===== src/rtl/sd_cmd_tx.sv =====
`timescale 1ns/1ps
// SD-bus CMD-line transmitter: frames index+argument, appends CRC7 and end bit,
// shifts MSB-first on falling edges, then holds the line idle for GAP_CYCLES clocks.
module sd_cmd_tx #(
    parameter int GAP_CYCLES = 8
) (
    input  logic        clk,
    input  logic        rst,
    input  logic        cmd_valid,
    input  logic [5:0]  cmd_index,
    input  logic [31:0] cmd_arg,
    output logic        cmd_ready,
    output logic        cmd_out,
    output logic        cmd_oe,
    output logic        busy,
    output logic        done,
    output logic [6:0]  crc_out
);

    typedef enum logic [2:0] {IDLE, PAYLOAD, CRC, ENDB, GAP} state_t;

    localparam logic [7:0] GapLoad = 8'(GAP_CYCLES - 1);

    state_t      state_q, state_d;
    logic [5:0]  bitCnt_q, bitCnt_d;
    logic [7:0]  gapCnt_q, gapCnt_d;
    logic [38:0] shift_q, shift_d;
    logic [6:0]  crc_q, crc_d;
    logic [6:0]  crcOut_q, crcOut_d;
    logic        ready_q, ready_d;
    logic        out_q, out_d;
    logic        oe_q, oe_d;
    logic        busy_q, busy_d;
    logic        done_q, done_d;

    // One serial step of the x^7+x^3+1 generator.
    function automatic logic [6:0] crcStep(input logic [6:0] c, input logic b);
        logic g;
        g = b ^ c[6];
        return {c[5:3], c[2] ^ g, c[1:0], g};
    endfunction

    always_comb begin
        state_d  = state_q;
        bitCnt_d = bitCnt_q;
        gapCnt_d = gapCnt_q;
        shift_d  = shift_q;
        crc_d    = crc_q;
        crcOut_d = crcOut_q;
        ready_d  = ready_q;
        out_d    = out_q;
        oe_d     = oe_q;
        busy_d   = busy_q;
        done_d   = 1'b0;
        case (state_q)
            IDLE: begin
                if (cmd_valid) begin
                    // Bit 47 (start bit) goes out and into the CRC on the accept edge.
                    shift_d  = {1'b1, cmd_index, cmd_arg};
                    out_d    = 1'b0;
                    oe_d     = 1'b1;
                    ready_d  = 1'b0;
                    busy_d   = 1'b1;
                    crc_d    = crcStep(7'd0, 1'b0);
                    bitCnt_d = 6'd46;
                    state_d  = PAYLOAD;
                end
            end
            PAYLOAD: begin
                out_d    = shift_q[38];
                shift_d  = {shift_q[37:0], 1'b0};
                crc_d    = crcStep(crc_q, shift_q[38]);
                bitCnt_d = bitCnt_q - 6'd1;
                if (bitCnt_q == 6'd8) begin
                    state_d = CRC;
                end
            end
            CRC: begin
                out_d    = crc_q[6];
                crc_d    = {crc_q[5:0], 1'b0};
                bitCnt_d = bitCnt_q - 6'd1;
                if (bitCnt_q == 6'd7) begin
                    crcOut_d = crc_q;
                end
                if (bitCnt_q == 6'd1) begin
                    state_d = ENDB;
                end
            end
            ENDB: begin
                out_d    = 1'b1;
                gapCnt_d = GapLoad;
                state_d  = GAP;
            end
            GAP: begin
                oe_d   = 1'b0;
                out_d  = 1'b1;
                done_d = (gapCnt_q == GapLoad);
                if (gapCnt_q == 8'd0) begin
                    ready_d = 1'b1;
                    busy_d  = 1'b0;
                    state_d = IDLE;
                end else begin
                    gapCnt_d = gapCnt_q - 8'd1;
                end
            end
            default: begin
                state_d = IDLE;
            end
        endcase
    end

    // Falling-edge update so the card samples a stable line on the rising edge.
    always_ff @(negedge clk or posedge rst) begin
        if (rst) begin
            state_q  <= IDLE;
            bitCnt_q <= '0;
            gapCnt_q <= '0;
            shift_q  <= '0;
            crc_q    <= '0;
            crcOut_q <= '0;
            ready_q  <= 1'b1;
            out_q    <= 1'b1;
            oe_q     <= 1'b0;
            busy_q   <= 1'b0;
            done_q   <= 1'b0;
        end else begin
            state_q  <= state_d;
            bitCnt_q <= bitCnt_d;
            gapCnt_q <= gapCnt_d;
            shift_q  <= shift_d;
            crc_q    <= crc_d;
            crcOut_q <= crcOut_d;
            ready_q  <= ready_d;
            out_q    <= out_d;
            oe_q     <= oe_d;
            busy_q   <= busy_d;
            done_q   <= done_d;
        end
    end

    assign cmd_ready = ready_q;
    assign cmd_out   = out_q;
    assign cmd_oe    = oe_q;
    assign busy      = busy_q;
    assign done      = done_q;
    assign crc_out   = crcOut_q;

endmodule


===== config.mk =====
export PLATFORM = sky130hd
export DESIGN_NAME = sd_cmd_tx
export DESIGN_NICKNAME = d
export VERILOG_FILES = /design/src/rtl/sd_cmd_tx.sv
export SDC_FILE = /design/constraint.sdc
export NUM_CORES = 1
export LEC_CHECK = 0
export ABC_AREA = 1
export CAP_MARGIN = 15
export CORE_UTILIZATION = 30
export DETAILED_ROUTE_END_ITERATION = 8
export PLACE_DENSITY_LB_ADDON = 0.08
export SLEW_MARGIN = 20
export SYNTH_ARGS = -nofsm -noshare
export SYNTH_HDL_FRONTEND = slang
export SYNTH_SLANG_ARGS = --single-unit

===== constraint.sdc =====
create_clock -name clk -period 3.2 [get_ports clk]
set_clock_uncertainty 0.1 [all_clocks]
set_input_delay 0.96 -clock clk [delete_from_list [all_inputs] [get_ports clk]]
set_output_delay 0.96 -clock clk [all_outputs]
set_load 0.005 [all_outputs]

Yosys cells after proc, flatten, opt, wreduce, memory -nomap -nowiden. Index checks and enable logic that the tools add are counted.

Flip-flop bits (word level): 75. Input port bits: 41. Word-level logic and storage cells: 69. Output and inout bits: 12.

Reduce and logical (&&, ||, !) cells: 19. Mux-type cells: 22. Equality and inequality tests: 13. Bitwise gates (word level): 2. $add $sub $neg: 2.

Operators with widths (count): one-hot mux 39 bit (2 select lines) (1); two-way mux 39 bit (1); one-hot mux 7 bit (3 select lines) (1); one-hot mux 8 bit (2 select lines) (1); one-hot mux 3 bit (5 select lines) (1); AND reduction 2 bit (7); two-way mux 3 bit (4); one-hot mux 6 bit (2 select lines) (1); inequality test 2 bit (second input constant) (5); == test 8 x 3 -> 1 bit (second input constant) (1); zero test 8 bit (1); two-way mux 8 bit (1); nonzero test 2 bit (4); subtractor 8 x 1 -> 8 bit (second input constant) (1); two-way mux 7 bit (1); == test 3 x 2 -> 1 bit (second input constant) (2); == test 6 x 1 -> 1 bit (second input constant) (1); == test 6 x 3 -> 1 bit (second input constant) (1); == test 6 x 4 -> 1 bit (second input constant) (1); two-way mux 6 bit (1); one-hot mux 1 bit (2 select lines) (3); subtractor 6 x 1 -> 6 bit (second input constant) (1); two-way mux 1 bit (5); one-hot mux 1 bit (4 select lines) (1); 9 further kinds (11).

Depth between registers and ports, before layout. Gate-level depths: netlist (run 1).

Depth in word-level cells: 4. Gate-level depth with buffers: 9. Gate-level depth less buffers: 9.

==> results of run 1 <==
[synth_stat cells]
cell type                   n
sky130_fd_sc_hd__nand4_1    2
sky130_fd_sc_hd__nor3_1     1
sky130_fd_sc_hd__xnor2_1    1
sky130_fd_sc_hd__nor2_1    99
sky130_fd_sc_hd__inv_2      3
sky130_fd_sc_hd__buf_2      6
sky130_fd_sc_hd__nor2_2     5
sky130_fd_sc_hd__o22ai_1   41
sky130_fd_sc_hd__inv_1     40
sky130_fd_sc_hd__dfstp_2    2
sky130_fd_sc_hd__ha_1       7
sky130_fd_sc_hd__clkbuf_1   8
sky130_fd_sc_hd__nand2_1   60
sky130_fd_sc_hd__dfrtn_1   73
sky130_fd_sc_hd__o21ai_0   10
sky130_fd_sc_hd__o22a_1     1
sky130_fd_sc_hd__o21ai_2    1
sky130_fd_sc_hd__o21ai_1    6
sky130_fd_sc_hd__a21oi_1   10
sky130_fd_sc_hd__nand3b_1   1
sky130_fd_sc_hd__o211ai_1   1
sky130_fd_sc_hd__nand4_2    1
sky130_fd_sc_hd__xor2_1     4
sky130_fd_sc_hd__nand3_1   21
[cell families (layout without fill, tap and decap cells)]
group	count (synthesis)	count (layout)
xor+xnor	5	5
fa+ha+maj	7	7
compound gates	70	70
simple gates	190	190
flops	75	75
buf+inv	57	137
[stage by stage]
stage          instances  setup WS (ps)
3_3_place_gp         598           -778
5_1_grt              624           -526
2_1_floorplan        404           -227
3_5_place_dp         598           -798
4_1_cts              623           -494
6_report             624           -488
[repair_timing]
item                                   4_1_cts  5_1_grt
setup endpoints to repair                   70       33
endpoints found under the hold margin        0        0
gates resized for setup                     67       14
gates cloned                                 3        1
pin swaps                                    2        4
setup buffers                                5        0
[path summary, 6_finish.rpt]
| kind | startpoint | endpoint | cells past startpoint |
|---|---|---|---|
| setup / recovery | cmd_ready | cmd_ready | 1 |
| hold / removal | cmd_oe | cmd_oe | 2 |
| setup reg to reg | state_q[2] | shift_q[13] | 7 |
| hold reg to reg | cmd_oe | cmd_oe | 2 |
| max in group asynchronous | rst | state_q[0] | 3 |
| min in group asynchronous | rst | shift_q[14] | 3 |
[area by class of cell]
cell class | count | area (µm²)
Fill cell | 1137 | 6260
Sequential cell | 75 | 1880
Multi-Input combinational cell | 272 | 1400
Timing Repair Buffer | 76 | 779
Clock buffer | 11 | 243
Tap cell | 140 | 175
Inverter | 42 | 164
Clock inverter | 7 | 67.6
Timing Repair inverter | 1 | 7.51
[state kept, by name, summed over array words and instances (netlist names)]
signal and count:
bitCnt_q 6, state_q 3, crc_out 7, busy 1, cmd_out 1, gapCnt_q 8, crc_q 7, done 1
cmd_ready 1, shift_q 39, cmd_oe 1
[power breakdown]
part | switching [mW] | internal, mW | leakage, nW
combinational | 1.20 | 0.854 | 1.14
sequential | 0.244 | 1.36 | 0.874
clock | 0.412 | 0.633 | 0.153
[metal layers]
| layer | vias to the layer above | track usage [%] | part of all wire [%] |
|---|---|---|---|
| met5 | - | 0 | 0 |
| met3 | 6 | 2.63 | 3.7 |
| met1 | 1352 | 22.1 | 52 |
| met4 | 0 | 4.63 | 0.88 |
| li1 | 1469 | - | - |
| met2 | 52 | 22.8 | 44 |
[worst min-delay path, stage by stage (launching register included)]
cell	delay, ps
sky130_fd_sc_hd__dfrtn_1	420
sky130_fd_sc_hd__nand2_1	60
sky130_fd_sc_hd__nand2_1	50
==> implementation parameters, run 1 <==
Parameter                              Value

Logic synthesis
  Arithmetic-cell share of the synthesized area counting full adders, half adders and majority gates ... 2.57%
  Largest family of logic cells by synthesized area ... simple AND/OR/NAND/NOR gates
  Share of cell area taken by muxes after synthesis ... 0%
  Complex-gate fraction of the synthesized area ... 12.1%
  Cell types occupying the most area after synthesis ... sky130_fd_sc_hd__dfrtn_1, sky130_fd_sc_hd__nor2_1, sky130_fd_sc_hd__o22ai_1
  Share of the synthesized area in the top cell type ... 53.5%
  Post-synthesis xor/xnor area fraction ... 1.28%
  FF+latch count, synth ... 75
  Syn Area/Cell ... 8.45 µm²
  Count of unique library cells instantiated by Yosys ... 24
  Sequential-to-total area share from yosys stat ... 55.0%
  Cell type with the highest aggregate area in the netlist ... sky130_fd_sc_hd__dfrtn_1
  Gate count of the mapped netlist ... 404
  Synth warn ... 0
  Syn_nets ... 452
  Syn Std Cell Area ... 3410 µm²
  Synthesized-area fraction occupied by and/or/nand/nor cells ... 22.6%

Die
  Chip height ... 109 µm
  FP Rows ... 38
  Initial core utilization ... 31.1%
  Overall die area ... 11800 µm²
  Top-level port count ... 53
  Die width ... 109 µm
  Core Box Area ... 11000 µm²

Timing
  Hold Fails Final Rpt ... 0
  Final TNS setup ... -3960 ps
  Normalized max-slew margin ... 65.6%
  Hold_ws ... 337 ps
  Final WS setup ... -488 ps
  Pins over their slew limit ... 0
  Slew of the pin with the lowest slew margin ... 516 ps
  Count of final setup violators ... 13
  Setup repair after global routing missed its margin ... yes

Route
  Detail Route Antenna Nets ... 0
  Starting DRT DRC Count ... 97
  Vias ... 2879
  Detailed-route DRC error count ... 0
  Drt via density ... 4.61
  Per-cell routed wire length ... 13.5 µm
  Total wirelength of the detailed-routed design ... 8400 µm
  Pre-antenna DRT Iters ... 4

GRT
  Maximum number of pins on one net before global-route repair ... 42
  GRT Resource Usage Total ... 15.1%
  Wire length of the first global-routing pass ... 13900 µm
  Via count of the first global-routing pass ... 2730
  GRT Residual Overflow ... 0
  Initial antenna violation count ... 0

Cells and area
  Fraction of layout cells with a size suffix above 1 ... 16.9%
  Commonest cells after routing, fill and taps aside ... sky130_fd_sc_hd__nor2_1, sky130_fd_sc_hd__dfrtn_1, sky130_fd_sc_hd__nand2_1
  Layout Cell Area excl Fill ... 4720 µm²
  Commonest non-fill, non-tap cell in the layout ... sky130_fd_sc_hd__nor2_1
  Antenna diodes ... 0
  Post-layout utilization of the core ... 43.0%
  Layout-stage area growth over the synthesis result ... 38.2%
  Final #Nets ... 527

Clock network
  Cell at the root of the clock tree ... sky130_fd_sc_hd__clkbuf_16
  CTS buffer count ... 9
  Clock input transition at the sequential cells of the worst setup and hold paths ... 40 ps
  H-tree depth ... 3
  Max Root-Sink Buffers ... 2
  Insertion delay of the later-clocked pin in the worst-skew pair ... 330 ps
  Total of hold buffers inserted after clock tree synthesis ... 0
  Clock Sinks ... 75
  CTS tree ... built

Critical path
  WP data arrival ... 2630 ps
  Crit Path Category ... reg2out
  Highest-delay cell along the critical path ... sky130_fd_sc_hd__dfstp_2
  Reg2reg setup slack ... 1370 ps
  Kind of end point of the critical path ... output pin
  Critical-path maximum fanout ... 2
  Delay contributed by the slowest stage of the critical path ... 550 ps
  Setup crit start kind ... flip-flop
  CP Cell Sequence ... buf_6
  Count of buffering cells on the critical path with inverters included ... 1
  Cell type group with the largest total delay on the critical path ... flip-flops
  Required time of the critical path ... 2140 ps

Run status
  Failing checks ... setup timing
  Status ... finished with violations

Pwr
  Sum of internal, switching and leakage power ... 4.71 mW
  P per Cell Area ... 998 nW/µm²
  Pleak ... 2.16 nW
  Max IR drop VDD ... 0.000365 V

Hold path
  Class of the tightest hold or removal check ... reg2reg

Place
  Estimated wirelength of the detail-placed design ... 5430 µm
  Placed Instance Area ... 4250 µm²
  Global placer's final weighted congestion ... 0.805
  Count of input and output buffers ... 52

Run
  Number of max-capacitance violations reported ... 0
Note: power is estimated with default switching activity, not from simulation.
==> inputs of run 2 (changes only) <==
--- a/config.mk
+++ b/config.mk
@@ -9,7 +9,6 @@
 export CAP_MARGIN = 15
 export CORE_UTILIZATION = 30
 export DETAILED_ROUTE_END_ITERATION = 8
-export PLACE_DENSITY_LB_ADDON = 0.08
 export SLEW_MARGIN = 20
 export SYNTH_ARGS = -nofsm -noshare
 export SYNTH_HDL_FRONTEND = slang
==> run 2 against run 1 <==
Net effect:
- the run still ends with setup timing left
- sequential cell count is the same
- critical path depth is the same
- highest routed layer unchanged
- sequential power barely moved
- setup slack worse by 3.0 ps
- largest cell class unchanged
- die area is the same
- global-route usage fell by 0.89 points
- combinational power fell by 4%
- final cell count is 0.64% lower
- sequential share of layout area grew 0.94 points
- largest power group unchanged
- register-to-register slack lost 220 ps
- via count is 2.0% higher
- first-iteration DRC count fell by 28%
- critical endpoint unchanged
==> implementation parameters, run 2 (synthesized netlist as in run 1, its figures left out) <==
Parameter                              Value

Clock network
  Insertion delay of the later-clocked pin in the worst-skew pair ... 340 ps
  H-tree depth ... 3
  CTS tree ... built
  Clock Sinks ... 75
  Clock input transition at the sequential cells of the worst setup and hold paths ... 40 ps
  Cell at the root of the clock tree ... sky130_fd_sc_hd__clkbuf_16
  CTS buffer count ... 9
  Max Root-Sink Buffers ... 2

Pwr
  Internal power summed over all cells ... 2.83 mW
  P per Cell Area ... 999 nW/µm²
  Clock share of power ... 22.3%
  Pleak ... 2.14 nW
  Part of the power in registers ... 35.0%
  Max IR drop VDD ... 0.000311 V
  Share of power burned in combinational logic ... 42.7%
  Fraction of power spent switching nets ... 38.6%
  Psw ... 1.78 mW

Critical path
  WP data arrival ... 2630 ps
  R2r startpoint ... state_q[0]
  Delay contributed by the slowest stage of the critical path ... 540 ps
  Cell type group with the largest total delay on the critical path ... flip-flops
  CP Cell Sequence ... buf_2
  Reg2reg setup slack ... 1150 ps
  End point of the critical path ... cmd_ready
  Critical-path maximum fanout ... 2
  Crit Path Category ... reg2out
  Required time of the critical path ... 2140 ps
  Count of buffering cells on the critical path with inverters included ... 1
  Number of cells on the critical path ... 1
  Highest-delay cell along the critical path ... sky130_fd_sc_hd__dfstp_2
  Setup crit start kind ... flip-flop
  End of the worst register-to-register path ... bitCnt_q[2]
  Launch point of the critical path ... cmd_ready
  Path depth of the worst reg2reg path ... 5
  Kind of end point of the critical path ... output pin

Cells and area
  Combined area of the multi-input logic cells ... 1360 µm²
  Antenna diodes ... 0
  Most flops, register ... shift_q
  Commonest cells after routing, fill and taps aside ... sky130_fd_sc_hd__nor2_1, sky130_fd_sc_hd__dfrtn_1, sky130_fd_sc_hd__nand2_1
  Post-route non-filler standard cell count ... 620
  Fill cell count ... 1111
  Sequential cell area ... 1880 µm²
  Flip-flop count of the largest register, all copies and words added ... 39
  Layout Cell Area excl Fill ... 4610 µm²
  Fraction of layout cells with a size suffix above 1 ... 15.0%
  Commonest non-fill, non-tap cell in the layout ... sky130_fd_sc_hd__nor2_1
  Final #Nets ... 523
  Largest registers ranked by flip-flop count ... shift_q x39, gapCnt_q x8
  Layout-stage area growth over the synthesis result ... 35.0%

Route
  Vias ... 2938
  Per-cell routed wire length ... 13.1 µm
  Drt via density ... 4.74
  Total wirelength of the detailed-routed design ... 8150 µm
  Starting DRT DRC Count ... 70
  Pre-antenna DRT Iters ... 4
  Detailed-route DRC error count ... 0
  Detail Route Antenna Nets ... 0

Run status
  Status ... finished with violations
  Failing checks ... setup timing

Die
  FP Rows ... 38
  Top-level port count ... 53
  Chip height ... 109 µm
  Die width ... 109 µm
  Overall die area ... 11800 µm²
  Initial core utilization ... 31.1%
  Core Box Area ... 11000 µm²

Timing
  Hold Fails Final Rpt ... 0
  Count of final setup violators ... 12
  Final WS setup ... -491 ps
  Normalized max-slew margin ... 66.4%
  Pins over their slew limit ... 0
  Setup repair after global routing missed its margin ... yes
  Final TNS setup ... -4060 ps
  Hold_ws ... 328 ps
  Slew of the pin with the lowest slew margin ... 503 ps

Place
  Placed Instance Area ... 4200 µm²
  Global placer's final weighted congestion ... 0.877
  Count of input and output buffers ... 52
  Estimated wirelength of the detail-placed design ... 5550 µm
  Place WS ... -755 ps
  Number of cells after detailed placement ... 594

GRT
  GRT Residual Overflow ... 0
  Wire length of the first global-routing pass ... 12900 µm
  GRT busiest layer ... met2
  Met1 usage in global routing ... 18.3%
  GRT Resource Usage Total ... 14.2%
  Fraction of met2 tracks used by global routing ... 22.8%
  Maximum number of pins on one net before global-route repair ... 41
  Initial antenna violation count ... 0
  Via count of the first global-routing pass ... 2811
  GR Util met3 ... 3.95%

Hold path
  Class of the tightest hold or removal check ... reg2reg

Run
  Number of max-capacitance violations reported ... 0
## run 2: cell type report
type / instances / area share (%)
sequential: 75 / 40.8
clock buffer: 10 / 5.18
tap: 140 / 3.80
multi-input combinational: 272 / 29.6
timing repair buffer: 73 / 15.6
inverter: 42 / 3.56
clock inverter: 8 / 1.49
## run 2: how the worst min path moves through the flow
stage                      start     end  slack [ps]  cells after the start
after floorplan           cmd_oe  cmd_oe         330                      2
after global placement    cmd_oe  cmd_oe         340                      2
after detailed placement  cmd_oe  cmd_oe         330                      2
after CTS                 cmd_oe  cmd_oe         330                      2
after global routing      cmd_oe  cmd_oe         350                      2
final                     cmd_oe  cmd_oe         330                      2
## run 2: power by group through the flow
stage	combinational, mW	clock, mW	sequential (mW)
after global placement	1.63	0.00587	1.61
after floorplan	1.29	0.00587	1.55
after CTS	1.75	1.05	1.61
final	1.97	1.03	1.61
after global routing	2.21	1.09	1.66
after detailed placement	1.69	0.00587	1.62
## run 2: what timing repair did
item                                   in CTS  in global routing
pin swaps                                   0                  2
endpoints found under the hold margin       0                  0
gates cloned                                0                  2
buffers inserted                            5                  2
setup endpoints to repair                  70                 48
gates resized for setup                    54                 17
hold buffers                                0                  0
## run 2: routing by layer
layer,part of all wire [%],wire length [µm]
met1,47,3820
met2,47,3820
met3,4.8,388
met4,1.4,115
met5,0,0
## run 2: stage by stage
stage / util (%) / power (mW)
finish: 42.0 / 4.61
global placement: 38.2 / 3.24
floorplan: - / 2.85
CTS: 40.9 / 4.41
global route: 42.0 / 4.95
detailed placement: 38.2 / 3.31
